==> src/rtl/mem_arbiter.sv <==
// Two-requester round-robin arbiter in front of a single-port synchronous memory.
// Each grant runs one access and returns a one-cycle Ack; reads also capture RData.
module mem_arbiter #(
  parameter int AddrWidth = 8,
  parameter int DataWidth = 16
) (
  input  logic                 Clk,
  input  logic                 Reset,
  input  logic [1:0]           Req,
  input  logic [1:0]           Wr,
  input  logic [AddrWidth-1:0] Addr0,
  input  logic [AddrWidth-1:0] Addr1,
  input  logic [DataWidth-1:0] WData0,
  input  logic [DataWidth-1:0] WData1,
  output logic [1:0]           Ack,
  output logic [1:0]           Gnt,
  output logic [DataWidth-1:0] RData,
  output logic                 Busy,
  output logic [AddrWidth-1:0] Mem_Address,
  output logic [DataWidth-1:0] Mem_DIn,
  output logic                 Mem_Write_EN,
  input  logic [DataWidth-1:0] Mem_DOut
);

  typedef enum logic [1:0] {IDLE, ACCESS, CAPTURE, DONE} state_t;

  state_t state;
  logic   ptr;
  logic   gidx;
  logic   is_write;
  logic   pick;

  // A lone requester always wins; on contention the pointer decides.
  assign pick = (Req == 2'b11) ? ptr : Req[1];

  always_ff @(posedge Clk) begin
    if (Reset) begin
      state        <= IDLE;
      ptr          <= 1'b0;
      gidx         <= 1'b0;
      is_write     <= 1'b0;
      Ack          <= 2'b00;
      Gnt          <= 2'b00;
      Busy         <= 1'b0;
      Mem_Address  <= '0;
      Mem_DIn      <= '0;
      Mem_Write_EN <= 1'b1;
      RData        <= '0;
    end else begin
      case (state)
        IDLE: begin
          Ack          <= 2'b00;
          Gnt          <= 2'b00;
          Mem_Write_EN <= 1'b1;
          Busy         <= 1'b0;
          if (Req != 2'b00) begin
            gidx         <= pick;
            is_write     <= Wr[pick];
            Mem_Address  <= pick ? Addr1 : Addr0;
            Mem_DIn      <= pick ? WData1 : WData0;
            Mem_Write_EN <= ~Wr[pick];
            Gnt          <= pick ? 2'b10 : 2'b01;
            Busy         <= 1'b1;
            state        <= ACCESS;
          end
        end
        ACCESS: begin
          // The memory acts on the edge closing this cycle, so the strobe drops here.
          Mem_Write_EN <= 1'b1;
          if (is_write) begin
            Ack   <= Gnt;
            ptr   <= ~gidx;
            state <= DONE;
          end else begin
            state <= CAPTURE;
          end
        end
        CAPTURE: begin
          RData <= Mem_DOut;
          Ack   <= Gnt;
          ptr   <= ~gidx;
          state <= DONE;
        end
        DONE: begin
          Ack   <= 2'b00;
          Gnt   <= 2'b00;
          Busy  <= 1'b0;
          state <= IDLE;
        end
      endcase
    end
  end

endmodule

==> config.mk <==
export PLATFORM = sky130hd
export DESIGN_NAME = mem_arbiter
export DESIGN_NICKNAME = d
export VERILOG_FILES = /design/src/rtl/mem_arbiter.sv
export SDC_FILE = /design/constraint.sdc
export NUM_CORES = 1
export LEC_CHECK = 0
export BUFFER_PORTS_ARGS = -buffer_cell sky130_fd_sc_hd__buf_2
export CAP_MARGIN = 20
export CORE_ASPECT_RATIO = 0.7
export CORE_MARGIN = 2
export CORE_UTILIZATION = 45
export DETAILED_ROUTE_END_ITERATION = 7
export PLACE_DENSITY = 0.77
export SLEW_MARGIN = 30
export SYNTH_ARGS = -nofsm -noshare
export SYNTH_HDL_FRONTEND = slang
export SYNTH_SLANG_ARGS = --single-unit
==> constraint.sdc <==
create_clock -name Clk -period 1.8 [get_ports Clk]
set_input_delay 0.18 -clock Clk [delete_from_list [all_inputs] [get_ports Clk]]
set_output_delay 0.18 -clock Clk [all_outputs]
set_load 0.03 [all_outputs]
### After elaboration in Yosys (flattened, before gate mapping)

Index checks and enable logic that the tools add are counted.

| word-level totals | value |
|---|---|
| register bits | 51 |

| operators by class | value |
|---|---|
| magnitude comparators | 1 |
| eq/ne operators | 6 |
| reduce and logical (&&, ||, !) cells | 8 |
| mux-type cells | 19 |
| bitwise logic cells | 2 |

Operators by type and width:

| cell | count |
|---|---|
| $mux W16 | 1 |
| $mux W2 | 4 |
| $mux W8 | 1 |
| $pmux W2 S4 | 1 |
| $reduce_bool A2 Y1 | 4 |
| $mux W1 | 7 |
| $eq A2 B2 Y1 const B | 3 |
| $pmux W1 S2 | 3 |
| $pmux W2 S3 | 1 |
| $ne A2 B2 Y1 const B | 2 |
| $pmux W2 S2 | 1 |
| $reduce_and A2 Y1 | 2 |
| $eq A2 B1 Y1 const B | 1 |
| $logic_not A2 Y1 | 1 |
| $lt A1 B2 Y1 const B | 1 |
| $not A1 Y1 | 2 |
| $reduce_or A2 Y1 | 1 |

### Logic depth before layout (Yosys ltp)

Gate-level depths: netlist (run 1).

| logic depth | value |
|---|---|
| depth after elaboration | 7 |
| mapped depth | 6 |
| mapped depth without buffers | 5 |

### Worst setup path before layout (run 1)

No wires, ideal clock.

| timing path | value |
|---|---|
| path type | register to register |
| start point | register state[0] |
| end point | register Mem_Address[0] |
| clock period less this slack | 1.350 ns |
| path buffers | 1 |
| setup slack | 0.450 ns |
| stages on the path, launching flop included | 6 |
| data arrival time | 1.203 ns |
| setup time | 0.147 ns |
| path through | dfxtp_1 -> inv_1 -> ha_1 -> o21a_4 -> buf_2 -> a311oi_2 |

| between the ends | value |
|---|---|
| longest elaborated chain between the ends | 2 |

Ends and longest elaborated chain:

| item | line | RTL |
|---|---|---|
| from (decl) | 27 | `state_t state;` |
| from (signal assigned) | 38 | `state <= IDLE;` |
| from (signal assigned) | 64 | `state <= ACCESS;` |
| from (signal assigned) | 73 | `state <= DONE;` |
| $logic_not A2 Y1 | 50 | `case (state)` |
| $reduce_and A2 Y1 (no source line) | n/a |  |
| to (signal assigned) | 59 | `Mem_Address <= pick ? Addr1 : Addr0;` |
| to (decl) | 19 | `output logic [AddrWidth-1:0] Mem_Address,` |

No other way between the ends.
A chain may end at the register's enable or synchronous reset.

### Worst setup path after layout (run 1)

| timing path | value |
|---|---|
| start point | register state[1] |
| end point | register Mem_DIn[0] |

| between the ends | value |
|---|---|
| longest elaborated chain between the ends | 2 |

Ends and longest elaborated chain:

| item | line | RTL |
|---|---|---|
| $logic_not A2 Y1 | 50 |  |
| $reduce_and A2 Y1 (no source line) | n/a |  |
| to (signal assigned) | 60 | `Mem_DIn <= pick ? WData1 : WData0;` |
| to (decl) | 20 | `output logic [DataWidth-1:0] Mem_DIn,` |

No other way between the ends.

==> results of run 1 <==
[registers in the layout, indices dropped and copies added (netlist names)]
register and cells:
Mem_DIn 16, RData 16, Mem_Address 8, Ack 2, Gnt 2, state 2
Busy 1, Mem_Write_EN 1, gidx 1, is_write 1, ptr 1
[power groups by stage]
stage,sequential [W],clock [W],combinational (W)
4_1_cts,0.00165,0.000809,0.00250
3_3_place_gp,0.00167,0,0.00245
6_report,0.00165,0.000784,0.00249
2_1_floorplan,0.00223,0,0.00145
5_1_grt,0.00169,0.000860,0.00270
3_5_place_dp,0.00167,0,0.00250
[per-stage QoR]
| stage | instances | hold WS [ns] | utilization, % | power [W] |
|---|---|---|---|---|
| 2_1_floorplan | 251 | 0.327 | - | 0.00368 |
| 3_3_place_gp | 420 | 0.411 | 57.7 | 0.00411 |
| 3_5_place_dp | 420 | 0.427 | 57.7 | 0.00417 |
| 4_1_cts | 428 | 0.102 | 59.8 | 0.00496 |
| 5_1_grt | 428 | 0.115 | 59.8 | 0.00525 |
| 6_report | 428 | 0.115 | 59.8 | 0.00492 |
[metal layers]
layer / track usage, % / vias up / wire, um
met5: 0 / - / 0
met4: 4.89 / 0 / 35
met3: 3.73 / 2 / 335
met2: 30.4 / 70 / 2630
met1: 24.6 / 1027 / 2700
li1: - / 1123 / -
[critical path, stage by stage (launching register included)]
cell and delay [ns]:
dfxtp_1 0.36, inv_1 0.09, ha_1 0.29, o21a_4 0.18
buf_12 0.25, nor2_1 0.10, a311oi_2 0.25
[cell type report]
| class | instances | area, um^2 | area share, % |
|---|---|---|---|
| multi-input cells | 172 | 1310 | 41.0 |
| inverters | 4 | 15.0 | 0.470 |
| well taps | 72 | 90.1 | 2.82 |
| flip-flops and latches | 51 | 1020 | 32.0 |
| repair buffers | 121 | 646 | 20.2 |
| clock buffers | 5 | 68.8 | 2.16 |
| clock inverters | 3 | 43.8 | 1.37 |
[cells in the mapped netlist, types with 5 or more instances]
cell,n
buf_4,6
a311oi_2,25
o21ai_2,10
o21ai_0,8
o21ai_1,10
dfxtp_1,51
nand3_2,10
nor2_1,49
mux2i_1,17
nand3_1,17
buf_2,5
buf_6,5
[path summary, 6_finish.rpt]
check              start         end  slack [ns]  cells past startpoint
max             state[1]  Mem_DIn[0]        0.17                      6
min          Mem_DOut[3]    RData[3]        0.12                      3
max reg2reg     state[1]  Mem_DIn[0]        0.17                      6
min reg2reg         gidx         ptr        0.44                      1
[logic make-up (layout without fill, tap and decap cells)]
kind of cell | after synthesis | after routing | share of synthesized area (%)
buf+inv | 28 | 133 | 8.73
compound gates | 65 | 65 | 25.4
simple gates | 85 | 85 | 16.8
fa+ha+maj | 4 | 4 | 1.96
mux | 18 | 18 | 7.11
flops | 51 | 51 | 40.0
==> impl_results.md, run 1 <==
* Critical path required time at 2.01 ns
* CTS clk-pin slew, worst paths at 0.10 ns
* Max IR drop VDD at 0.000678 V
* I/O pin count at 116
* ANT nets after route at 0
* Hold Crit Class: input pin to flip-flop
* Max Cap Viol at 0
* Detailed placer's ending HPWL at 4.25 mm
* Post-CTS Setup Bufs at 0
* Commonest non-fill, non-tap cell in the layout: buf_2
* Pwr/cell area at 1540 nW/um^2
* Post-Syn Nets at 325
* Initial DRC count at 88
* DR vias at 2,222
* Fmax at 613 MHz
* Clock latency on the worst-skew pair at 0.30 ns
* Diodes inserted at 0
* Slew Viols, Final at 0
* Final min period at 1.63 ns
* CTS tree: done
* Leading area contributor after synthesis: dfxtp_1
* CTS resizes at 0
* Initial Utilization at 47.8%
* Synthesized area at 2550 um^2
* H-tree levels at 2
* Part of the power in registers at 33.5%
* Antenna violations before repair at 0
* Sequential share of the synthesized area at 40.0%
* Post-synthesis cell count at 251
* Die Y at 67.0 um
* RSZ-0062 raised after global routing: no
* Congestion Overflow GR at 0
* Placed cell area at 3080 um^2
* Worst setup margin at 0.168 ns
* Layout Skew at 0.0103 ns
* Setup total negative slack at 0 ns
* Setup violations, final at 0
* Layout Nets at 429
* Leakage power at 1.38 nW
* All-Layer GR Usage at 18.4%
* Final Hold Fails at 0
* DRC Markers at 0
* Routed wire length at 5.71 mm
* Power Internal at 0.00277 W
* Comb pwr share at 50.5%
* Post-synth ARST share at 0%
* Crit Path Category: flip-flop to flip-flop
* Clk network pwr share at 15.9%
* Global-route wire length before repair at 9.21 mm
* Fin crit share at 90.7%
* Top cell type's share of synthesized area at 40.0%
* Yosys Warn Count at 0
* Pin count of the biggest net entering global routing at 51
* Vias in the first global route at 2,000
* Routed WL per cell at 13.3 um
* Average size of a mapped cell at 10.2 um^2
* Area grow syn2layout at 25.1%
* FF+latch count, synth at 51
* RD Place Congestion at 0.826
* Worst Setup End Kind: flip-flop
* Commonest cells after routing, fill and taps aside: 115 x buf_2, 51 x dfxtp_1, 49 x nor2_1, 25 x a311oi_2
* Psw at 0.00214 W
* Area contributors post-synth: dfxtp_1 40%, a311oi_2 15%, nor2_1 7.2%, mux2i_1 6.7%, nand3_2 3.9%
* # rows at 22
* Clock sink total at 51
* Fill cells at 472
* Number of hold buffers added after cts at 0
* CTS Buf Count at 5
* EDFF count, synth at 0
* Root Buffer: clkbuf_8
* Drt first pass iters at 4
* Most used DFF post-synth: dfxtp_1
* Layout cells sized above 1 at 50.6%
* Layout Cell Area excl Fill at 3190 um^2
* Post-Place Setup Slack at 0.200 ns
* Status: finished clean
* Slew headroom at 65.4%
* IO Port Bufs at 115
* CP arrival at 1.85 ns
* Sw Ratio at 43.6%
* Crit-path max FO at 50
* Floorplan core area at 5340 um^2
* Vias per std cell at 5.19
* Worst Tran Pin Value at 0.519 ns
* Die area at 6300 um^2
* Yosys cell types at 33
* Worst setup SP type: flip-flop
* Die span in x at 94.0 um
* Clock Path Buffers at 2
(Power assumes the default switching activity.)
==> inputs of run 2 (changes only) <==
Settings changed: REMOVE_ABC_BUFFERS from default to 1.
==> run 2 against run 1 <==
Net effect:
- final cell count increased by 0.93%
- routed wire length increased by 6.7%
- total power increased by 3.6%
- sequential power about the same
- register-to-register slack got worse by 0.02 ns
- setup slack got worse by 0.016 ns
- count of clock-buffer cells in the layout increased by 1
- global-route usage increased by 0.85 points
- clock power increased by 17%
- sequential share of layout area decreased by 0.37 points
- core utilization increased by 0.70 points
- critical endpoint unchanged
- sequential cell count unchanged
==> impl_results.md, run 2 (synthesis results as in run 1) <==
* Status: finished clean
* Part of the power in registers at 32.4%
* Initial Utilization at 47.8%
* Worst-path cell chain: inv_1 -> ha_1 -> o21a_4 -> buf_4 -> nor2_1 -> a311oi_2
* Number of cells on the worst reg-to-reg path at 6
* Global-route wire length before repair at 9.62 mm
* DRC Markers at 0
* Layout Nets at 433
* Routed WL per cell at 14.1 um
* Detailed placer's ending HPWL at 4.57 mm
* Clock Path Buffers at 2
* Final hold slack at 0.116 ns
* Hold Path Origin: Mem_DOut[10]
* Layout Skew at 0.00525 ns
* H-tree levels at 2
* Power Internal at 0.00293 W
* Reg-to-Reg End: Mem_DIn[0]
* Setup violations, final at 0
* Fmax at 607 MHz
* Commonest non-fill, non-tap cell in the layout: buf_2
* Comb pwr share at 49.7%
* Crit-path max FO at 18
* ANT nets after route at 0
* Antenna violations before repair at 0
* Slew Viols, Final at 0
* Die area at 6300 um^2
* Setup total negative slack at 0 ns
* DR vias at 2,244
* Clock sink total at 51
* Number of hold buffers added after cts at 0
* Leakage power at 1.40 nW
* I/O pin count at 116
* Worst Tran Pin Value at 0.537 ns
* Drt first pass iters at 4
* CP Buf/Inv Count at 2
* Clock latency on the worst-skew pair at 0.29 ns
* Vias per std cell at 5.19
* Critical R2R Launch: state[0]
* Root Buffer: clkbuf_8
* RSZ-0062 raised after global routing: no
* Critical path's top delay family: compound AO/OA/AOI/OAI gates
* Diodes inserted at 0
* Regs by FF count: Mem_DIn: 16 flops, RData: 16 flops, Mem_Address: 8 flops
* Hold Crit Depth at 3
* Area grow syn2layout at 26.6%
* Crit path max-delay cell type: dfxtp_1
* CTS Buf Count at 5
* Largest stage delay, worst path at 0.35 ns
* Die span in x at 94.0 um
* Hold Crit Class: input pin to flip-flop
* Pin count of the biggest net entering global routing at 33
* CP arrival at 1.85 ns
* Routed wire length at 6.09 mm
* IO Port Bufs at 115
* Final min period at 1.65 ns
* Fin crit share at 91.5%
* # rows at 22
* CTS tree: done
* Layout cells sized above 1 at 50.8%
* Sw Ratio at 42.5%
* Crit Path Category: flip-flop to flip-flop
* Congestion Overflow GR at 0
* RD Place Congestion at 0.728
* Psw at 0.00217 W
* Worst setup SP type: flip-flop
* Hold Path End: RData[10]
* Pwr/cell area at 1580 nW/um^2
* Reg-to-reg slack, setup at 0.15 ns
* Vias in the first global route at 2,060
* Slew headroom at 64.2%
* Commonest cells after routing, fill and taps aside: 115 x buf_2, 51 x dfxtp_1, 49 x nor2_1, 25 x a311oi_2
* Post-CTS Setup Bufs at 0
* Clk network pwr share at 17.9%
* Worst Setup End Kind: flip-flop
* CTS clk-pin slew, worst paths at 0.09 ns
* All-Layer GR Usage at 19.3%
* Max Cap Viol at 0
* Final Hold Fails at 0
* Die Y at 67.0 um
* Initial DRC count at 97
* Critical path required time at 2.01 ns
* CTS resizes at 0
* Floorplan core area at 5340 um^2
* Max IR drop VDD at 0.000583 V
run 2: layer usage:
layer	up-vias	routed length, um	global-route usage [%]
met5	-	0	0
met4	0	17	4.35
met3	2	435	4.52
met2	76	2740	30.9
li1	1124	-	-
met1	1042	2890	26.4
run 2: worst max-delay path by stage:
stage | start | to | slack, ns | depth (start not counted)
after floorplan | state[0] | ptr | 0.16 | 5
after global placement | state[0] | Mem_Address[7] | 0.30 | 6
after detailed placement | state[0] | Mem_DIn[7] | 0.21 | 6
after CTS | state[0] | Mem_DIn[7] | 0.17 | 6
after global routing | state[1] | Mem_DIn[10] | 0.04 | 6
final | state[0] | Mem_DIn[0] | 0.15 | 6
run 2: metrics by stage:
stage | total power, W | util, % | instances | cell area [um^2] | setup WS, ns
3_3_place_gp | 0.00413 | 58.0 | 424 | 3100 | 0.297
5_1_grt | 0.00541 | 60.5 | 432 | 3230 | 0.0441
3_5_place_dp | 0.00421 | 58.0 | 424 | 3100 | 0.207
2_1_floorplan | 0.00345 | - | 227 | 2340 | 0.162
4_1_cts | 0.00513 | 60.5 | 432 | 3230 | 0.174
6_report | 0.00509 | 60.5 | 432 | 3230 | 0.152
run 2: worst reg2reg max path, cell delays in order, from the launching register on:
cell and delay, ns:
dfxtp_1 0.35, inv_1 0.12, ha_1 0.32, o21a_4 0.20, buf_4 0.25, nor2_1 0.09, a311oi_2 0.24
run 2: layout make-up:
cell class / count / area [um^2]
fill: 473 / 2110
tap: 72 / 90.1
clock buffer: 6 / 72.6
inverter: 4 / 15.0
timing repair buffer: 125 / 663
sequential: 51 / 1020
multi-input combinational: 172 / 1310
clock inverter: 2 / 60.1
run 2: power by group through the flow:
stage               registers [W]  logic [W]  clock network (W)
global route              0.00169    0.00273           0.000993
floorplan                 0.00223    0.00121                  0
detailed placement        0.00167    0.00254                  0
CTS                       0.00165    0.00254           0.000940
finish                    0.00165    0.00253           0.000914
global placement          0.00166    0.00247                  0
==> inputs of run 3 (changes only) <==
Settings changed: RECOVER_POWER from default to 100.
==> run 3 against run 2 <==
Net effect:
- sequential power about the same
- die area did not move
- register-to-register slack about the same
- clock power about the same
- routed wire length is 0.18% higher
- count of clock-buffer cells in the layout did not move
- via count is 0.27% lower
- design area down 1.9%
- total power decreased by 1.5%
==> impl_results.md, run 3 (synthesis results as in run 1) <==
* Area grow syn2layout at 24.2%
* Antenna violations before repair at 0
* Pin count of the biggest net entering global routing at 33
* Hold Path End: RData[10]
* Max Cap Viol at 0
* Status: finished clean
* Initial DRC count at 87
* Congestion Overflow GR at 0
* CP arrival at 1.85 ns
* DRC Markers at 0
* Worst Setup End Kind: flip-flop
* Max IR drop VDD at 0.000575 V
* Die area at 6300 um^2
* Number of hold buffers added after cts at 0
* Clock sink total at 51
* Pwr/cell area at 1580 nW/um^2
* Final min period at 1.65 ns
* Layout cells sized above 1 at 37.8%
* Crit Path Category: flip-flop to flip-flop
* Critical path required time at 2.01 ns
* Post-CTS Setup Bufs at 0
* I/O pin count at 116
* Worst Tran Pin Value at 0.535 ns
* ANT nets after route at 0
* Layout Skew at 0.00694 ns
* Worst setup SP type: flip-flop
* Routed WL per cell at 14.1 um
* # rows at 22
* Global-route wire length before repair at 9.62 mm
* Clock latency on the worst-skew pair at 0.29 ns
* Root Buffer: clkbuf_8
* DR vias at 2,238
* Hold Crit Class: input pin to flip-flop
* CTS clk-pin slew, worst paths at 0.09 ns
* Detailed placer's ending HPWL at 4.57 mm
* Commonest cells after routing, fill and taps aside: 69 x buf_2, 51 x dfxtp_1, 49 x nor2_1, 47 x clkbuf_1, 25 x a311oi_2
* Die span in x at 94.0 um
* Setup total negative slack at 0 ns
* Clock Path Buffers at 2
* Routed wire length at 6.10 mm
* CTS Buf Count at 5
* Initial Utilization at 47.8%
* CTS tree: done
* Slew Viols, Final at 0
* Setup violations, final at 0
* Leakage power at 1.22 nW
* Number of cells on the worst reg-to-reg path at 6
* All-Layer GR Usage at 19.3%
* IO Port Bufs at 115
* Fin crit share at 91.4%
* Final Total Pwr at 0.00502 W
* RSZ-0062 raised after global routing: no
* Slew headroom at 64.3%
* CTS resizes at 0
* Commonest non-fill, non-tap cell in the layout: buf_2
* Drt first pass iters at 4
* Vias in the first global route at 2,060
* Vias per std cell at 5.18
* RD Place Congestion at 0.728
* Reg-to-reg slack, setup at 0.15 ns
* Final core utilization at 59.3%
* Reg-to-Reg End: Mem_DIn[0]
* Regs by FF count: Mem_DIn: 16 flops, RData: 16 flops, Mem_Address: 8 flops
* Fmax at 608 MHz
* Diodes inserted at 0
* Fill cells at 506
* Hold Path Origin: Mem_DOut[10]
* Crit-path max FO at 18
* Die Y at 67.0 um
* Layout Nets at 433
* Hold Crit Depth at 3
* H-tree levels at 2
* Critical R2R Launch: state[0]
* Floorplan core area at 5340 um^2
* Final Hold Fails at 0
[run 3: cell count changes in the layout (fill, tap and decap cells not counted)]
cell	delta
buf_2	-46
buf_4	-1
clkbuf_1	+46
clkbuf_2	+1
mux2_1	+1
mux2_2	-1
[run 3: worst max-delay path: stages, from the launching register on]
cell and delay, ns:
dfxtp_1 0.35, inv_1 0.11, ha_1 0.32, o21a_4 0.20, buf_4 0.25, nor2_1 0.09
a311oi_2 0.24
[run 3: how the worst max path moves through the flow]
| stage | from | endpoint | depth (start not counted) |
|---|---|---|---|
| after floorplan | state[0] | ptr | 5 |
| after global placement | state[0] | Mem_Address[7] | 6 |
| after detailed placement | state[0] | Mem_DIn[7] | 6 |
| after CTS | state[0] | Mem_DIn[7] | 6 |
| after global routing | state[1] | Mem_DIn[10] | 6 |
| final | state[0] | Mem_DIn[0] | 6 |
[run 3: report_power, final]
group | leakage, nW | internal (W) | switching (W) | total (W)
registers | 0.420 | 0.00146 | 0.000194 | 0.00166
logic | 0.739 | 0.000820 | 0.00162 | 0.00245
clock network | 0.0654 | 0.000555 | 0.000357 | 0.000913
total | 1.22 | 0.00284 | 0.00218 | 0.00502
[run 3: area by class of cell]
| class | count | area, um^2 | share of cell area [%] |
|---|---|---|---|
| inverter | 4 | 15.0 | 0.474 |
| clock inverter | 2 | 60.1 | 1.89 |
| sequential | 51 | 1020 | 32.2 |
| multi-input combinational | 172 | 1310 | 41.3 |
| clock buffer | 6 | 72.6 | 2.29 |
| tap | 72 | 90.1 | 2.84 |
| timing repair buffer | 125 | 603 | 19.0 |
[run 3: per-layer routing]
metal / vias to the layer above / global-route usage (%) / share of wire, % / wire, um
li1: 1124 / - / - / -
met1: 1036 / 26.4 / 48 / 2940
met2: 76 / 30.9 / 45 / 2720
met3: 2 / 4.52 / 6.8 / 413
met4: 0 / 4.35 / 0.28 / 17
met5: - / 0 / 0 / 0
[run 3: per-stage QoR]
step / area [um^2] / cells / hold slack (ns) / setup slack (ns)
3_5_place_dp: 3100 / 424 / 0.423 / 0.207
6_report: 3170 / 432 / 0.116 / 0.154
5_1_grt: 3170 / 432 / 0.100 / 0.0441
2_1_floorplan: 2340 / 227 / 0.248 / 0.162
4_1_cts: 3230 / 432 / 0.102 / 0.174
3_3_place_gp: 3100 / 424 / 0.414 / 0.297
